--- config.mk ---
export PLATFORM = sky130hd
export DESIGN_NAME = truth_table_sweeper
export DESIGN_NICKNAME = d
export VERILOG_FILES = /design/src/rtl/truth_table_sweeper_pkg.sv /design/src/rtl/truth_table_sweeper_sweep_counter.sv /design/src/rtl/truth_table_sweeper.sv
export SDC_FILE = /design/constraint.sdc
export NUM_CORES = 1
export LEC_CHECK = 0
export ABC_AREA = 1
export CAP_MARGIN = 20
export CORE_MARGIN = 10
export CORE_UTILIZATION = 52
export DETAILED_ROUTE_END_ITERATION = 16
export GPL_ROUTABILITY_DRIVEN = 1
export HOLD_SLACK_MARGIN = 0.1
export PLACE_DENSITY = 0.77
export SETUP_SLACK_MARGIN = 0.05
export SLEW_MARGIN = 0
export SYNTH_ARGS = -nofsm -noshare
export SYNTH_HDL_FRONTEND = slang
export SYNTH_SLANG_ARGS = --single-unit
--- constraint.sdc ---
create_clock -name clk -period 1.9 [get_ports clk]
set_input_delay 0.19 -clock clk [delete_from_list [all_inputs] [get_ports clk]]
set_output_delay 0.19 -clock clk [all_outputs]
set_load 0.01 [all_outputs]
--- src/rtl/truth_table_sweeper_pkg.sv ---
// Shared constants for the truth-table sweeper: state encoding and default sizing.
// The optional early-termination behaviour is selected by the STOP_ON_FAIL_EN macro in the top.
package truth_table_sweeper_pkg;

   localparam int unsigned N_IN_DEF   = 4;
   localparam int unsigned SETTLE_DEF = 1;
   localparam int unsigned SETTLE_W   = 4;

   localparam logic [1:0] ST_IDLE = 2'd0;
   localparam logic [1:0] ST_RUN  = 2'd1;
   localparam logic [1:0] ST_DONE = 2'd2;

   typedef enum logic [1:0] {
      IDLE = ST_IDLE,
      RUN  = ST_RUN,
      DONE = ST_DONE
   } state_e;

endpackage

--- src/rtl/truth_table_sweeper_sweep_counter.sv ---
// Vector timing for the sweeper: a settle down-counter paces samples, an index
// up-counter (one bit wider than the vector) names the vector being sampled.
module sweep_counter
   import truth_table_sweeper_pkg::*;
#(
   parameter int unsigned N_IN   = N_IN_DEF,
   parameter int unsigned SETTLE = SETTLE_DEF
) (
   input  logic          clk,
   input  logic          rst_n,
   input  logic          load_i,
   input  logic          run_i,
   output logic          sample_c,
   output logic          last_c,
   output logic [N_IN:0] idx_o
);

   localparam int unsigned IW = N_IN + 1;
   localparam logic [IW-1:0] LAST_IDX = IW'((1 << N_IN) - 1);
   localparam logic [SETTLE_W-1:0] SETTLE_LD = SETTLE_W'(SETTLE);

   logic [SETTLE_W-1:0] settle_q, settle_d;
   logic [IW-1:0]       idx_q, idx_d;

   // Sample when the settle count has expired; reload it for the next vector.
   always_comb begin
      settle_d = settle_q;
      idx_d    = idx_q;
      sample_c = run_i && (settle_q == '0);
      last_c   = sample_c && (idx_q == LAST_IDX);
      if (load_i) begin
         settle_d = SETTLE_LD;
         idx_d    = '0;
      end else if (sample_c) begin
         settle_d = SETTLE_LD;
         idx_d    = idx_q + IW'(1);
      end else if (run_i) begin
         settle_d = settle_q - SETTLE_W'(1);
      end
   end

   always_ff @(posedge clk or negedge rst_n) begin
      if (!rst_n) begin
         settle_q <= '0;
         idx_q    <= '0;
      end else begin
         settle_q <= settle_d;
         idx_q    <= idx_d;
      end
   end

   assign idx_o = idx_q;

endmodule

--- src/rtl/truth_table_sweeper.sv ---
// Exhaustive sequencer for an N-input combinational function: captures its truth table
// and compares it to an expected mask. STOP_ON_FAIL_EN ends the sweep at the first mismatch.
module truth_table_sweeper
   import truth_table_sweeper_pkg::*;
#(
   parameter int unsigned N_IN   = N_IN_DEF,
   parameter int unsigned SETTLE = SETTLE_DEF
) (
   input  logic                   clk,
   input  logic                   rst_n,
   input  logic                   start,
   input  logic [(1<<N_IN)-1:0]   expected,
   output logic [N_IN-1:0]        dut_in,
   input  logic                   dut_f,
   output logic                   busy,
   output logic                   done,
   output logic [(1<<N_IN)-1:0]   captured,
   output logic                   pass,
   output logic                   fail_valid,
   output logic [N_IN-1:0]        first_fail
);

   localparam int unsigned TW = 1 << N_IN;
   localparam int unsigned IW = N_IN + 1;

`ifdef STOP_ON_FAIL_EN
   localparam bit STOP_ON_FAIL = 1'b1;
`else
   localparam bit STOP_ON_FAIL = 1'b0;
`endif

   state_e          state_q, state_d;
   logic            busy_q, busy_d;
   logic            done_q, done_d;
   logic [N_IN-1:0] dut_in_q, dut_in_d;
   logic [TW-1:0]   captured_q, captured_d;
   logic [TW-1:0]   exp_q, exp_d;
   logic            pass_q, pass_d;
   logic            fail_valid_q, fail_valid_d;
   logic [N_IN-1:0] first_fail_q, first_fail_d;

   logic            load_c, run_c, sample_c, last_c;
   logic [IW-1:0]   idx_c;
   logic [N_IN-1:0] vec_c;
   logic            mism_c, new_fail_c;

   assign load_c = (state_q == IDLE) && start;
   assign run_c  = (state_q == RUN);
   assign vec_c  = idx_c[N_IN-1:0];

   sweep_counter #(
      .N_IN   (N_IN),
      .SETTLE (SETTLE)
   ) u_cnt (
      .clk      (clk),
      .rst_n    (rst_n),
      .load_i   (load_c),
      .run_i    (run_c),
      .sample_c (sample_c),
      .last_c   (last_c),
      .idx_o    (idx_c)
   );

   // Next-state, capture and compare.
   always_comb begin
      state_d      = state_q;
      busy_d       = busy_q;
      done_d       = 1'b0;
      dut_in_d     = dut_in_q;
      captured_d   = captured_q;
      exp_d        = exp_q;
      pass_d       = pass_q;
      fail_valid_d = fail_valid_q;
      first_fail_d = first_fail_q;
      mism_c       = dut_f != exp_q[vec_c];
      new_fail_c   = mism_c && !fail_valid_q;
      unique case (state_q)
         IDLE: begin
            if (start) begin
               state_d      = RUN;
               busy_d       = 1'b1;
               dut_in_d     = '0;
               captured_d   = '0;
               exp_d        = expected;
               pass_d       = 1'b0;
               fail_valid_d = 1'b0;
               first_fail_d = '0;
            end
         end
         RUN: begin
            if (sample_c) begin
               captured_d[vec_c] = dut_f;
               dut_in_d          = N_IN'(idx_c + IW'(1));
               if (new_fail_c) begin
                  fail_valid_d = 1'b1;
                  first_fail_d = vec_c;
               end
               if (last_c || (STOP_ON_FAIL && new_fail_c)) begin
                  state_d  = DONE;
                  busy_d   = 1'b0;
                  done_d   = 1'b1;
                  dut_in_d = '0;
                  pass_d   = !(fail_valid_q || mism_c);
               end
            end
         end
         DONE:    state_d = IDLE;
         default: state_d = IDLE;
      endcase
   end

   always_ff @(posedge clk or negedge rst_n) begin
      if (!rst_n) begin
         state_q      <= IDLE;
         busy_q       <= 1'b0;
         done_q       <= 1'b0;
         dut_in_q     <= '0;
         captured_q   <= '0;
         exp_q        <= '0;
         pass_q       <= 1'b0;
         fail_valid_q <= 1'b0;
         first_fail_q <= '0;
      end else begin
         state_q      <= state_d;
         busy_q       <= busy_d;
         done_q       <= done_d;
         dut_in_q     <= dut_in_d;
         captured_q   <= captured_d;
         exp_q        <= exp_d;
         pass_q       <= pass_d;
         fail_valid_q <= fail_valid_d;
         first_fail_q <= first_fail_d;
      end
   end

   assign busy       = busy_q;
   assign done       = done_q;
   assign dut_in     = dut_in_q;
   assign captured   = captured_q;
   assign pass       = pass_q;
   assign fail_valid = fail_valid_q;
   assign first_fail = first_fail_q;

endmodule

==> results.py, run 1 <==
metrics = {
    "outcome": {
        "outcome": "completed",
    },
    "timing": {
        "final_max_slew_viol_count": 0,
        "max_slew_margin_pct": 63.1,
        "setup_ws_ps": 178,
        "fin_crit_ps": 1720,
        "fin_tns_setup_ps": 0,
        "setup_viol": 0,
        "max_slew.worst_pin.slew_ps": 553,
        "hold_violations": 0,
        "max_freq_mhz": 581,
        "fin_crit_sh_pct": 90.6,
        "fin_worst_skew_ps": 6.22,
        "rsz0062_at_grt": "no",
    },
    "routing": {
        "wl_met3_um": 368,
        "drt-total-wl_um": 6180,
        "dr_wl_met2_um": 2930,
        "via_per_inst": 5.15,
        "antenna_left": 0,
        "drcViolationCount": 0,
        "drt_iter0_drc": 220,
        "dr_total_vias": 2319,
        "drtPass1Iterations": 4,
        "wire_per_inst_um": 13.7,
        "wl_met1_um": 2800,
        "highest_layer": "met4",
    },
    "synthesis": {
        "synth-edff-count": 0,
        "post_synth.cell_area_avg_um2": 8.51,
        "synth_ff_type": "dfrtp_1",
        "syn_nets": 348,
        "ys_warn_count": 0,
        "syn_area_um2": 2730,
        "ys_types": 30,
        "synth_top_area_share_pct": 50.4,
        "ys_seq_elements": 55,
        "postSynthCellCount": 321,
        "synth_top_area_cell": "dfrtp_1",
        "synthArstFlopShare_pct": 100,
        "seq_area_frac_synth_pct": 50.4,
        "synth_area_leaders": "dfrtp_1 (50%), nand2_1 (12%), inv_1 (5.4%), o21ai_0 (4.9%), o31ai_1 (3.8%)",
    },
    "final_layout": {
        "diodes": 0,
        "drive_gt1_share_pct": 14.2,
        "nNetsFinal": 406,
        "fin_util_pct": 68.3,
        "syn_to_final_growth_pct": 27.8,
    },
    "setup_path": {
        "crit_fanout": 12,
        "cp.arrival_ps": 1920,
        "worstSetupPathType": "flop to flop",
        "cp-start-kind": "flop",
        "critPathRequiredTime_ps": 2100,
        "end_kind": "flop",
    },
    "placed_design": {
        "pre_cts_ws_ps": 137,
        "gp_congestion": 0.903,
        "hpwl_um": 4530,
        "port_buffers": 47,
    },
    "floorplanning": {
        "die_area_um2": 8550,
        "rows": 26,
        "pin_count": 48,
        "die_h_um": 92.5,
        "initial_core_util_pct": 53.5,
        "coreArea_um2": 5110,
        "die_w_um": 92.5,
    },
    "cts": {
        "cts_tree": "built",
        "cts-root-buf": "clkbuf_8",
        "cts_buffers": 5,
        "clk_path_buf_depth": 2,
        "clkSinkCount": 55,
        "clk_latency_ps": 310,
        "cts_max_level": 2,
        "clkTransAtPathRegs_ps": 90,
    },
    "power": {
        "p_leak_uw": 0.00167,
        "p_per_area_nw_per_um2": 712,
        "peakVddDrop_v": 0.000341,
    },
    "global_route": {
        "track_usage_pct": 14.9,
        "overflow": 0,
        "antenna_found_initial": 0,
        "grt_max_degree": 33,
        "grt_pass1_vias": 2233,
        "grt_pass1_wl_um": 10600,
    },
    "job": {
        "cap_violations": 0,
    },
    "hold_path": {
        "hold_path_class": "input pin to async pin",
    },
}
[metrics by stage]
step | area (um2) | instances | power [uW] | hold slack (ps)
floorplan | 2730 | 321 | 1510 | -106
global placement | 3290 | 435 | 1680 | 201
detailed placement | 3290 | 435 | 1700 | 210
CTS | 3420 | 444 | 2480 | 408
global route | 3490 | 450 | 2610 | 432
finish | 3490 | 450 | 2480 | 394
[where the power goes]
part	total [uW]	internal (uW)	switching, uW
clock	787	426	361
combinational	423	198	225
sequential	1270	1240	31.4
total	2480	1870	617
[Yosys cell counts (4+ instances only)]
cell type  number
nand2_1        87
ha_1            7
dfrtp_1        55
inv_1          39
inv_2          10
a21oi_1         7
o31ai_1        14
nand4_1         4
nor2_1         11
o22ai_1         9
o21ai_0        27
buf_2           5
nand2_2         5
nand2_4         5
nand3_1        13
[repair_timing]
item                                    in CTS  in global routing
hold buffers                                 1                  0
gates resized for setup                      0                  4
endpoints found under the hold margin       23                  0
endpoints found under the setup margin       0                 11
setup buffers                                0                  6
[routing by layer]
| metal | track usage [%] | up-vias |
|---|---|---|
| met5 | 0 | - |
| met4 | 4.24 | 0 |
| met3 | 4.36 | 10 |
| met2 | 23.5 | 74 |
| met1 | 19.4 | 1078 |
| li1 | - | 1157 |
[layout make-up]
class / count / area [um2]
Tap cell: 70 / 87.6
Fill cell: 436 / 1620
Clock inverter: 2 / 35.0
Sequential cell: 55 / 1380
Multi-Input combinational cell: 205 / 1110
Timing Repair Buffer: 63 / 613
Clock buffer: 6 / 82.6
Inverter: 49 / 186
[flip-flops by register name, indices dropped and copies added (netlist names)]
register / cells
dut_in: 4
u_cnt.idx_o: 5
exp_q: 16
state_q: 2
captured: 16
first_fail: 4
fail_valid: 1
busy: 1
pass: 1
u_cnt.settle_q: 4
done: 1
[placed cells by master, fill, tap and decap left out, types with 2 or more instances in the layout]
cell / count
a21oi_1: 7
inv_1: 37
nand2_2: 5
nor2_4: 2
nor2_1: 11
nand2_4: 4
ha_1: 7
nand3_1: 13
o21ai_2: 2
nand4_1: 4
o21ai_0: 27
o22ai_1: 9
clkbuf_8: 6
o31ai_1: 14
buf_4: 13
nor2_2: 3
inv_2: 11
buf_12: 2
nand2_1: 87
clkdlybuf4s50_1: 46
dfrtp_1: 55
[worst paths after layout]
path | start | endpoint | slack [ps] | depth (start not counted)
max reg2reg | u_cnt.settle_q[0] | first_fail[2] | 180 | 11
max in group asynchronous | rst_n | dut_in[1] | 950 | 3
min | rst_n | captured[12] | 390 | 2
max | u_cnt.settle_q[0] | first_fail[2] | 180 | 11
min reg2reg | captured[1] | captured[1] | 490 | 2
min in group clk | expected[13] | exp_q[13] | 440 | 3
[critical path, cell delays in order (launching register included)]
cell and delay, ps:
dfrtp_1 400, inv_2 100, ha_1 150, nand2_1 60
nor2_2 160, nand2_4 100, nand2_8 120, inv_2 110
nor2_4 190, nand2_4 90, nand3_1 70, nand2_1 50
[cells by family after synthesis]
group,Yosys count,share of synthesized area [%]
flops,55,50.4
compound gates,63,13.9
fa+ha+maj,7,3.21
buf+inv,61,9.30
simple gates,134,22.8
xor+xnor,1,0.321
Power figures use the tool's default switching activity.
==> inputs of run 2 (changes only) <==
--- a/config.mk
+++ b/config.mk
@@ -5,14 +5,14 @@
 export SDC_FILE = /design/constraint.sdc
 export NUM_CORES = 1
 export LEC_CHECK = 0
-export ABC_AREA = 1
+export ABC_AREA = 0
 export CAP_MARGIN = 20
 export CORE_MARGIN = 10
 export CORE_UTILIZATION = 52
 export DETAILED_ROUTE_END_ITERATION = 16
 export GPL_ROUTABILITY_DRIVEN = 1
 export HOLD_SLACK_MARGIN = 0.1
-export PLACE_DENSITY = 0.77
+export PLACE_DENSITY = 0.78
 export SETUP_SLACK_MARGIN = 0.05
 export SLEW_MARGIN = 0
 export SYNTH_ARGS = -nofsm -noshare
==> run 2 against run 1 <==
Against the previous run:
- first-iteration DRC count up 13%
- the run now ends with negative setup slack left
- critical path type unchanged
- clock power is 10% lower
- worst setup slack got worse by 480 ps
- fmax decreased by 22%
- non-clock buffer count increased by 8
==> results.py, run 2 <==
metrics = {
    "setup_path": {
        "cp-start-kind": "flop",
        "rr_worst_depth": 5,
        "cpPeakStageDelay_ps": 530,
        "cp_slowest_cell": "mux4_2",
        "worstSetupPathType": "flop to flop",
        "end_kind": "flop",
        "path_depth": 5,
        "crit_fanout": 5,
        "crit_top_cell": "mux4_2",
        "cp.arrival_ps": 2440,
        "r2r_start": "u_cnt.idx_o[1]",
        "cp_cell_sequence": "mux4_2 -> mux4_2 -> xnor2_2 -> nor3_4 -> mux2i_1",
        "path_buf_inv": 0,
        "cp_top_family": "multiplexers",
        "critPathRequiredTime_ps": 2140,
        "crit_start": "u_cnt.idx_o[1]",
    },
    "global_route": {
        "grt_max_degree": 56,
        "grt_pass1_wl_um": 10400,
        "grt_pass1_vias": 2142,
        "track_usage_pct": 15.3,
        "overflow": 0,
        "antenna_found_initial": 0,
    },
    "routing": {
        "dr_total_vias": 2174,
        "drt_iter0_drc": 249,
        "wire_per_inst_um": 16.2,
        "drt-total-wl_um": 6480,
        "antenna_left": 0,
        "drcViolationCount": 0,
        "drtPass1Iterations": 4,
        "via_per_inst": 5.45,
    },
    "cts": {
        "clkTransAtPathRegs_ps": 90,
        "cts_tree": "built",
        "cts_buffers": 5,
        "cts-root-buf": "clkbuf_8",
        "clk_latency_ps": 320,
        "cts_max_level": 2,
        "clk_path_buf_depth": 2,
        "clkSinkCount": 55,
    },
    "timing": {
        "fin_crit_sh_pct": 116,
        "max_slew_margin_pct": 54.1,
        "max_slew.worst_pin.slew_ps": 688,
        "rsz0062_at_grt": "yes",
        "fin_worst_skew_ps": 6.21,
        "max_freq_mhz": 454,
        "final_max_slew_viol_count": 0,
        "timing.hold.ws_ps": 395,
        "fin_crit_ps": 2200,
        "setup_ws_ps": -301,
        "hold_violations": 0,
        "setup_viol": 6,
    },
    "floorplanning": {
        "die_h_um": 90.3,
        "die_w_um": 90.3,
        "coreArea_um2": 4750,
        "initial_core_util_pct": 54.0,
        "rows": 25,
        "die_area_um2": 8150,
        "pin_count": 48,
    },
    "synthesis": {
        "synth_top_area_cell": "dfrtp_1",
        "synth-edff-count": 0,
        "synth_top_area_share_pct": 53.6,
        "syn_area_um2": 2570,
        "synthArstFlopShare_pct": 100,
        "ys_seq_elements": 55,
        "ys_warn_count": 0,
        "yosys-top-cells-count": "nand2_1 (72), dfrtp_1 (55), o21ai_1 (40)",
        "syn_nets": 296,
        "seq_area_frac_synth_pct": 53.6,
        "synth_area_leaders": "dfrtp_1 (54%), nand2_1 (11%), o21ai_1 (7.8%), mux4_2 (4.4%), ha_1 (3.4%)",
        "post_synth.cell_area_avg_um2": 9.55,
        "synth_ff_type": "dfrtp_1",
        "postSynthCellCount": 269,
        "synth_most_common_cell": "nand2_1",
        "ys_types": 31,
    },
    "outcome": {
        "violations": "negative setup slack",
        "outcome": "finished, violations left",
    },
    "power": {
        "p_leak_uw": 0.00158,
        "p_per_area_nw_per_um2": 1620,
        "peakVddDrop_v": 0.000781,
    },
    "hold_path": {
        "whs_path_depth": 3,
        "hold_path_class": "input pin to flop",
        "hp-start": "expected[14]",
    },
    "placed_design": {
        "gp_congestion": 0.862,
        "dp.cells": 383,
        "hpwl_um": 4500,
        "dpl-instance-area_um2": 3200,
        "port_buffers": 47,
    },
    "final_layout": {
        "syn_to_final_growth_pct": 37.2,
        "fin_cells": 399,
        "n_fill_cell": 344,
        "drive_gt1_share_pct": 20.8,
        "regArea_um2": 1380,
        "diodes": 0,
        "nNetsFinal": 358,
        "stdcell_area_um2": 3520,
        "layout_common_cells": "nand2_1 (71), dfrtp_1 (54), clkdlybuf4s50_1 (46), o21ai_1 (23), buf_4 (19)",
        "multi_input_area_um2": 1240,
        "final_common_cell": "nand2_1",
    },
    "job": {
        "cap_violations": 0,
    },
}
[run 2: changes by cell type after synthesis, sizes merged, moves of 6 or more]
cell | previous run | this run
o31ai | 14 | 6
nor2 | 16 | 9
o21ai | 29 | 40
buf | 9 | 2
mux2i | 0 | 6
o22ai | 9 | 0
nand2 | 97 | 72
inv | 49 | 7
clkbuf | 3 | 14
a21oi | 7 | 14
[run 2: power breakdown]
group / total, uW / internal [uW] / switching (uW)
logic: 2990 / 1470 / 1520
clock network: 707 / 333 / 374
registers: 1990 / 1630 / 359
[run 2: worst paths after layout]
| check | to | slack (ps) |
|---|---|---|
| hold reg to reg | exp_q[0] | 480 |
| hold / removal | exp_q[14] | 400 |
| setup / recovery | first_fail[2] | -300 |
| min in group asynchronous | exp_q[3] | 520 |
| max in group asynchronous | u_cnt.idx_o[1] | 890 |
| setup reg to reg | first_fail[2] | -300 |
[run 2: cells by family (layout without fill, tap and decap cells)]
logic type / after synthesis / count (layout) / synth area share [%]
flops: 55 / 55 / 53.6
simple gates: 106 / 106 / 18.1
fa+ha+maj: 7 / 7 / 3.41
xor+xnor: 4 / 4 / 1.66
compound gates: 63 / 63 / 13.0
mux: 11 / 11 / 6.72
buf+inv: 23 / 86 / 3.56
[run 2: area by class of cell]
cell class,instances,area share [%]
clock buffers,8,2.84
inverters,7,0.745
multi-input cells,191,35.1
flip-flops and latches,55,39.1
well taps,67,2.38
repair buffers,71,19.8
[run 2: timing repair]
item	in CTS	in global routing
buffers inserted	3	2
cloned	0	3
gates resized for setup	5	26
setup endpoints to repair	25	28
hold endpoints to repair	55	0
pin swaps	2	15
hold buffers	1	0
[run 2: stage by stage]
step | setup TNS (ps) | total power, uW | utilization (%) | worst slack (ps)
detailed placement | -1940 | 4510 | 67.4 | -398
finish | -1380 | 5690 | 74.1 | -301
floorplan | -896 | 3470 | - | -226
CTS | -1470 | 5280 | 70.3 | -320
global route | -2070 | 6070 | 74.1 | -420
global placement | -1630 | 4420 | 67.4 | -333
[run 2: worst reg2reg max path: stages (launching register included)]
cell and delay (ps):
dfrtp_2 450, mux4_2 540, mux4_2 490, xnor2_2 170, nor3_4 250, mux2i_1 230
[run 2: layer usage]
metal	vias up	track usage [%]	routed length, um
li1	1041	-	-
met1	1031	19.2	2730
met2	86	24.1	3090
met4	0	5.44	130
met3	16	4.90	532
met5	-	0	0
==> inputs of run 3 (changes only) <==
--- a/config.mk
+++ b/config.mk
@@ -12,7 +12,9 @@
 export DETAILED_ROUTE_END_ITERATION = 16
 export GPL_ROUTABILITY_DRIVEN = 1
 export HOLD_SLACK_MARGIN = 0.1
+export MAX_ROUTING_LAYER = met4
 export PLACE_DENSITY = 0.78
+export RECOVER_POWER = 50
 export SETUP_SLACK_MARGIN = 0.05
 export SLEW_MARGIN = 0
 export SYNTH_ARGS = -nofsm -noshare
==> run 3 against run 2 <==
Against the previous run:
- the run still ends with negative setup slack left
- worst hold slack improved by 0.98 ps
- register-to-register slack about the same
- cell count unchanged
- via count increased by 1.7%
- clock power decreased by 0.7%
- highest routed layer unchanged
- combinational power about the same
- flip-flop and latch count unchanged
- die area unchanged
==> results.py, run 3 (same netlist as run 2, synthesis figures left out) <==
metrics = {
    "outcome": {
        "outcome": "finished, violations left",
        "violations": "negative setup slack",
    },
    "global_route": {
        "overflow": 0,
        "antenna_found_initial": 0,
        "grt_pass1_wl_um": 10400,
        "track_usage_pct": 15.7,
        "grt_max_degree": 56,
        "grt_pass1_vias": 2144,
    },
    "timing": {
        "fin_crit_ps": 2210,
        "setup_ws_ps": -305,
        "fin_worst_skew_ps": 3.18,
        "final_max_slew_viol_count": 0,
        "fin_crit_sh_pct": 116,
        "max_slew_margin_pct": 11.0,
        "hold_violations": 0,
        "max_slew.worst_pin.slew_ps": 1330,
        "max_freq_mhz": 454,
        "rsz0062_at_grt": "yes",
        "setup_viol": 6,
    },
    "job": {
        "cap_violations": 0,
    },
    "setup_path": {
        "crit_fanout": 5,
        "critPathRequiredTime_ps": 2140,
        "cp.arrival_ps": 2440,
        "cp-start-kind": "flop",
        "r2r_setup_slack_ps": -310,
        "end_kind": "flop",
        "worstSetupPathType": "flop to flop",
    },
    "cts": {
        "cts_tree": "built",
        "cts-root-buf": "clkbuf_8",
        "clk_path_buf_depth": 2,
        "clkTransAtPathRegs_ps": 90,
        "cts_buffers": 5,
        "clk_latency_ps": 310,
        "clkSinkCount": 55,
        "cts_max_level": 2,
    },
    "final_layout": {
        "fin_cells": 399,
        "drive_gt1_share_pct": 20.8,
        "regArea_um2": 1380,
        "diodes": 0,
        "final_common_cell": "nand2_1",
        "n_fill_cell": 345,
        "multi_input_area_um2": 1240,
        "syn_to_final_growth_pct": 37.1,
        "layout_common_cells": "nand2_1 (71), dfrtp_1 (54), clkdlybuf4s50_1 (35), o21ai_1 (23), buf_4 (18)",
        "nNetsFinal": 358,
    },
    "floorplanning": {
        "coreArea_um2": 4750,
        "die_h_um": 90.3,
        "pin_count": 48,
        "die_w_um": 90.3,
        "rows": 25,
        "initial_core_util_pct": 54.0,
        "die_area_um2": 8150,
    },
    "placed_design": {
        "hpwl_um": 4500,
        "dp.cells": 383,
        "pre_cts_ws_ps": -398,
        "port_buffers": 47,
        "gp_congestion": 0.876,
    },
    "power": {
        "peakVddDrop_v": 0.000780,
        "p_leak_uw": 0.00161,
        "clkPwrFrac_pct": 12.4,
        "total_power_uw": 5660,
        "p_per_area_nw_per_um2": 1610,
        "switching_share_pct": 39.8,
        "p_int_uw": 3400,
        "net-switching-power_uw": 2250,
        "seqPwrFrac_pct": 35.1,
        "pwr-share-comb_pct": 52.5,
    },
    "hold_path": {
        "hold_path_class": "input pin to flop",
    },
    "routing": {
        "drtPass1Iterations": 5,
        "wire_per_inst_um": 16.4,
        "drt_iter0_drc": 256,
        "drt-total-wl_um": 6530,
        "dr_total_vias": 2211,
        "antenna_left": 0,
        "via_per_inst": 5.54,
        "drcViolationCount": 0,
    },
}
## run 3: cell count changes in the layout (fill, tap and decap cells not counted), sizes merged
cell and delta:
clkbuf +1, dlygate4sd3 +11, buf -1, clkdlybuf4s50 -11
## run 3: timing repair
item                                    in CTS  in global routing
pin swaps                                    2                 15
setup buffers                                3                  2
gates resized for setup                      5                 26
endpoints found under the setup margin      25                 28
hold endpoints to repair                    55                  0
cloned                                       0                  3
hold buffers                                 1                  0
## run 3: power groups by stage
stage	logic [uW]	clock network, uW	registers (uW)
3_3_place_gp	2470	0	1950
5_1_grt	3220	760	2060
3_5_place_dp	2530	0	1980
4_1_cts	2610	711	1960
2_1_floorplan	1480	0	1990
6_report	2970	702	1990
## run 3: worst paths after layout
path | startpoint | to | cells past startpoint
max in group asynchronous | rst_n | u_cnt.idx_o[1] | 3
min reg2reg | exp_q[13] | exp_q[13] | 2
max | u_cnt.idx_o[1] | first_fail[2] | 5
min in group asynchronous | rst_n | exp_q[3] | 3
max reg2reg | u_cnt.idx_o[1] | first_fail[2] | 5
min | expected[14] | exp_q[14] | 3
## run 3: cell type report
class	instances	share of cell area [%]
flip-flops and latches	55	39.1
inverters	7	0.746
repair buffers	71	19.8
well taps	67	2.38
multi-input cells	191	35.1
clock buffers	8	2.84
## run 3: routing by layer
metal  track usage (%)  part of all wire (%)  wire length [um]
met2              24.1                    47              3090
met1              19.6                    43              2830
met3              4.16                   7.4               485
met4              5.44                   2.0               133
met5                 -                     0                 0
## run 3: worst max-delay path, stage by stage, from the launching register on
cell and delay, ps:
dfrtp_2 450, mux4_2 530, mux4_2 490, xnor2_2 170
nor3_4 250, mux2i_1 230
## run 3: stage by stage
stage	instance area [um2]	TNS (ps)	hold slack (ps)	utilization [%]
finish	3520	-1380	396	74.1
global placement	3200	-1630	352	67.4
CTS	3340	-1470	392	70.3
floorplan	2610	-896	-106	-
global route	3520	-2120	400	74.1
detailed placement	3200	-1940	354	67.4
==> RTL change 1, RTL diff (config.mk and constraints of run 2) <==
The output `done` loses its register stage (`done_q` becomes a continuous assignment).
--- a/src/rtl/truth_table_sweeper.sv
+++ b/src/rtl/truth_table_sweeper.sv
@@ -113,7 +113,6 @@
       if (!rst_n) begin
          state_q      <= IDLE;
          busy_q       <= 1'b0;
-         done_q       <= 1'b0;
          dut_in_q     <= '0;
          captured_q   <= '0;
          exp_q        <= '0;
@@ -123,7 +122,6 @@
       end else begin
          state_q      <= state_d;
          busy_q       <= busy_d;
-         done_q       <= done_d;
          dut_in_q     <= dut_in_d;
          captured_q   <= captured_d;
          exp_q        <= exp_d;
@@ -132,6 +130,8 @@
          first_fail_q <= first_fail_d;
       end
    end
+
+   assign done_q = done_d;
 
    assign busy       = busy_q;
    assign done       = done_q;
Behaviour: same outputs for any inputs over 10 cycles, from zero or initial values and one cycle with rst_n low; that may be too few to reach the edited logic, so the function may still have changed.
==> RTL change 1 against run 2 <==
  * Clock skew up 3.0 ps
  * First-iteration DRC count down 5.6%
  * Synthesized area down 0.97%
  * Synthesized cell count down 0.37%
  * Sequential power down 3%
  * Design area up 4.3%
  * Via count up 3.7%
  * The run still ends with negative setup slack left
  * Critical path depth up 1
  * Sequential cell count down 1
  * Total power up 6.1%
  * Worst setup slack worse by 31 ps
  * Wire length up 7.5%
==> RTL change 1: results (changes against run 2) <==
• routability-driven placement congestion ratio: 0.836, -3.1%
• sequential-to-total area share from yosys stat: 53.1%, -0.46 points
• leading post-synthesis cells by cell area: dfrtp_1 (53%), nand2_1 (11%), o21ai_1 (7.9%)
• DRC violation total after the first TritonRoute iteration: 235, -5.6%
• Register-to-Register Path Depth: 6, +1
• DR vias: 2255, +3.7%
• Worst Tran Pin Value: 595 ps, -93.0 ps
• number of nets in the layout: 368, +2.8%
• proportion of layout cells with a drive suffix above 1: 24.3%, +3.5 points
• Final Routed Wirelength: 6.97 mm, +7.5%
• combined global-route utilization of all metal layers: 15.7%, +0.49 points
• VDD IR max: 1.11 mV, +42%
• failing checks: negative setup slack
• wire length of the first global-routing pass: 10.6 mm, +1.9%
• total core area: 0.00472 mm2, -0.66%
• detailed placement HPWL: 4.67 mm, +3.6%
• First-pass DRT Iterations: 5, +1
• status: complete, but fails checks
• count of endpoints failing setup in the final report: 6, unchanged
• post-route setup slack: -333 ps, -31.3 ps
• highest fanout seen on the critical path: 4, -1
• setup TNS: -1830 ps, -450 ps
• largest net degree at the start of global routing: 31, -45%
• syn_nets: 295, -0.34%
• static leakage: 1.65 nW, +3.8%
==> RTL change 1: cell count changes after synthesis <==
cell / delta
dfrtp_1: -1
==> RTL change 1: kinds of logic after synthesis <==
logic type      count (synthesis)  synth area share, %
mux                            11                 6.79
compound gates                 63                 13.1
buf+inv                        23                 3.59
flops                          54                 53.1
fa+ha+maj                       7                 3.44
simple gates                  106                 18.2
xor+xnor                        4                 1.67
==> RTL change 1: power groups by stage <==
stage / Sequential (mW) / Combinational, mW / Clock [mW]
6_report: 1.94 / 3.32 / 0.780
5_1_grt: 2.00 / 3.60 / 0.838
3_5_place_dp: 1.95 / 2.59 / 0
3_3_place_gp: 1.93 / 2.52 / 0
4_1_cts: 1.91 / 2.78 / 0.782
2_1_floorplan: 1.97 / 1.48 / 0
==> RTL change 1: metal layers <==
metal  part of all wire (%)  track usage, %  vias to the layer above
met5                      0               0                        -
met4                    1.9            5.84                        0
met3                    7.6            4.57                       17
met2                     51            26.9                      105
met1                     40            18.2                     1079
li1                       -               -                     1054
==> RTL change 1: metrics by stage <==
stage	power, mW	setup slack [ps]	cells	hold WS, ps	util (%)
6_report	6.04	-333	409	389	77.8
5_1_grt	6.44	-435	409	407	77.8
4_1_cts	5.47	-337	402	398	72.4
3_5_place_dp	4.54	-359	389	231	68.9
3_3_place_gp	4.45	-276	389	215	68.9
2_1_floorplan	3.45	-226	268	-106	-
==> RTL change 1: path summary, 6_finish.rpt <==
path,startpoint,to,slack [ps]
worst min-delay path,expected[14],exp_q[14],390
worst max register to register,u_cnt.idx_o[1],first_fail[1],-330
max in group asynchronous,rst_n,fail_valid,930
min in group asynchronous,rst_n,exp_q[14],410
worst min register to register,exp_q[10],exp_q[10],480
worst max-delay path,u_cnt.idx_o[1],first_fail[1],-330
==> RTL change 1: final cells by class <==
class / instances / area, um2
Clock buffer: 5 / 68.8
Clock inverter: 3 / 40.0
Fill cell: 306 / 1050
Inverter: 7 / 26.3
Multi-Input combinational cell: 191 / 1280
Sequential cell: 54 / 1350
Tap cell: 67 / 83.8
Timing Repair Buffer: 82 / 820
==> RTL change 1: critical path, cell delays in order, from the launching register on <==
cell and delay (ps):
dfrtp_2 370, buf_6 120, mux4_2 510, mux4_2 550
xnor2_4 170, nor3_4 230, mux2i_1 220
==> RTL change 1: repair_timing <==
| item | 4_1_cts | 5_1_grt |
|---|---|---|
| setup buffers | 4 | 6 |
| hold buffers | 1 | 0 |
| pin swaps | 0 | 24 |
| hold endpoints to repair | 24 | 0 |
| resized for setup | 8 | 36 |
| endpoints found under the setup margin | 26 | 26 |
| cloned | 0 | 3 |
==> RTL change 2, RTL diff (config.mk and constraints of run 2) <==
Made on the original files. Add a define of `STOP_ON_FAIL_EN`.
--- a/src/rtl/truth_table_sweeper.sv
+++ b/src/rtl/truth_table_sweeper.sv
@@ -1,5 +1,7 @@
 // Exhaustive sequencer for an N-input combinational function: captures its truth table
 // and compares it to an expected mask. STOP_ON_FAIL_EN ends the sweep at the first mismatch.
+`define STOP_ON_FAIL_EN
+
 module truth_table_sweeper
    import truth_table_sweeper_pkg::*;
 #(
Check against the original RTL: not equivalent (a bounded check fails within 4 cycles, from zero or initial values and one cycle with rst_n low).
==> RTL change 2 against run 2 <==
  * The flow still finishes with violations (negative setup slack)
  * Total power grew 12%
  * Clock power rose by 28%
  * Sequential cell count did not move
  * Maximum frequency is 5.4% lower
  * Synthesized cell count is 5.9% higher
  * Wire length rose by 8.1%
  * Critical path type unchanged
  * Via count grew 7.2%
  * Synthesized area grew 5.2%
  * Worst setup slack lost 120 ps
  * Worst hold slack worse by 3.5 ps
  * Core utilization decreased by 1.2 points
  * Design area is 5.0% higher
==> RTL change 2: results (changes against run 2) <==
• clock network share of area: 3.68%, +0.85 points
• number of setup buffers added after CTS: 6, +3
• #MultiIn Comb: 201, +5.2%
• DRC violation total after the first TritonRoute iteration: 284, +14%
• proportion of layout cells with a drive suffix above 1: 18.9%, -1.9 points
• Internal Dissipation: 3.89 mW, +13%
• setup TNS: -4850 ps, -3470 ps
• failing checks: negative setup slack
• final design utilization: 72.9%, -1.2 points
• count of endpoints failing setup in the final report: 14, +8
• hold worst-path end: exp_q[12]
• total placed cells including tap cells: 408, +6.5%
• post-route setup slack: -426 ps, -125 ps
• syn_nets: 312, +5.4%
• via count of the first global-routing pass: 2424, +13%
• non-clock inverter instance count of the final layout: 10, +3
• routability-driven placement congestion ratio: 0.878, +1.8%
• clock buffers: 5, -3
• combined global-route utilization of all metal layers: 17.0%, +1.7 points
• VDD IR max: 0.818 mV, +4.8%
• number of nets in the layout: 381, +6.4%
• hold slack: 392 ps, -3.47 ps
• largest net degree at the start of global routing: 31, -45%
• detailed placement HPWL: 4.90 mm, +8.7%
• worst setup slack after placement: -496 ps, -97.8 ps
• fraction of standard cell area that is sequential: 37.2%, -1.9 points
• status: complete, but fails checks
• count of instances resized after the clock tree is built: 14, +9
• wire length of the first global-routing pass: 11.9 mm, +14%
## RTL change 2: cell types whose count changed after synthesis, moves of 4 or more
cell | before | now
o21ai_1 | 40 | 0
o21ai_0 | 0 | 36
nand2_1 | 72 | 65
inv_1 | 6 | 10
nand2b_1 | 1 | 5
o2bb2ai_1 | 0 | 4
o31ai_1 | 6 | 2
## RTL change 2: logic make-up after synthesis
group | after synthesis | synth area share (%)
AND/OR/NAND/NOR | 107 | 17.6
multiplexers | 8 | 5.28
adder cells (fa/ha/maj) | 7 | 3.24
buffers and inverters | 29 | 4.08
AO/OA/AOI/OAI | 74 | 17.0
XOR/XNOR | 5 | 1.90
flip-flops | 55 | 50.9
## RTL change 2: per-layer routing
metal	share of wire, %	GRT usage [%]	vias up
met4	2.0	6.17	0
met1	42	20.8	1117
met5	0	0	-
li1	-	-	1117
met2	49	27.9	83
met3	6.5	4.65	14
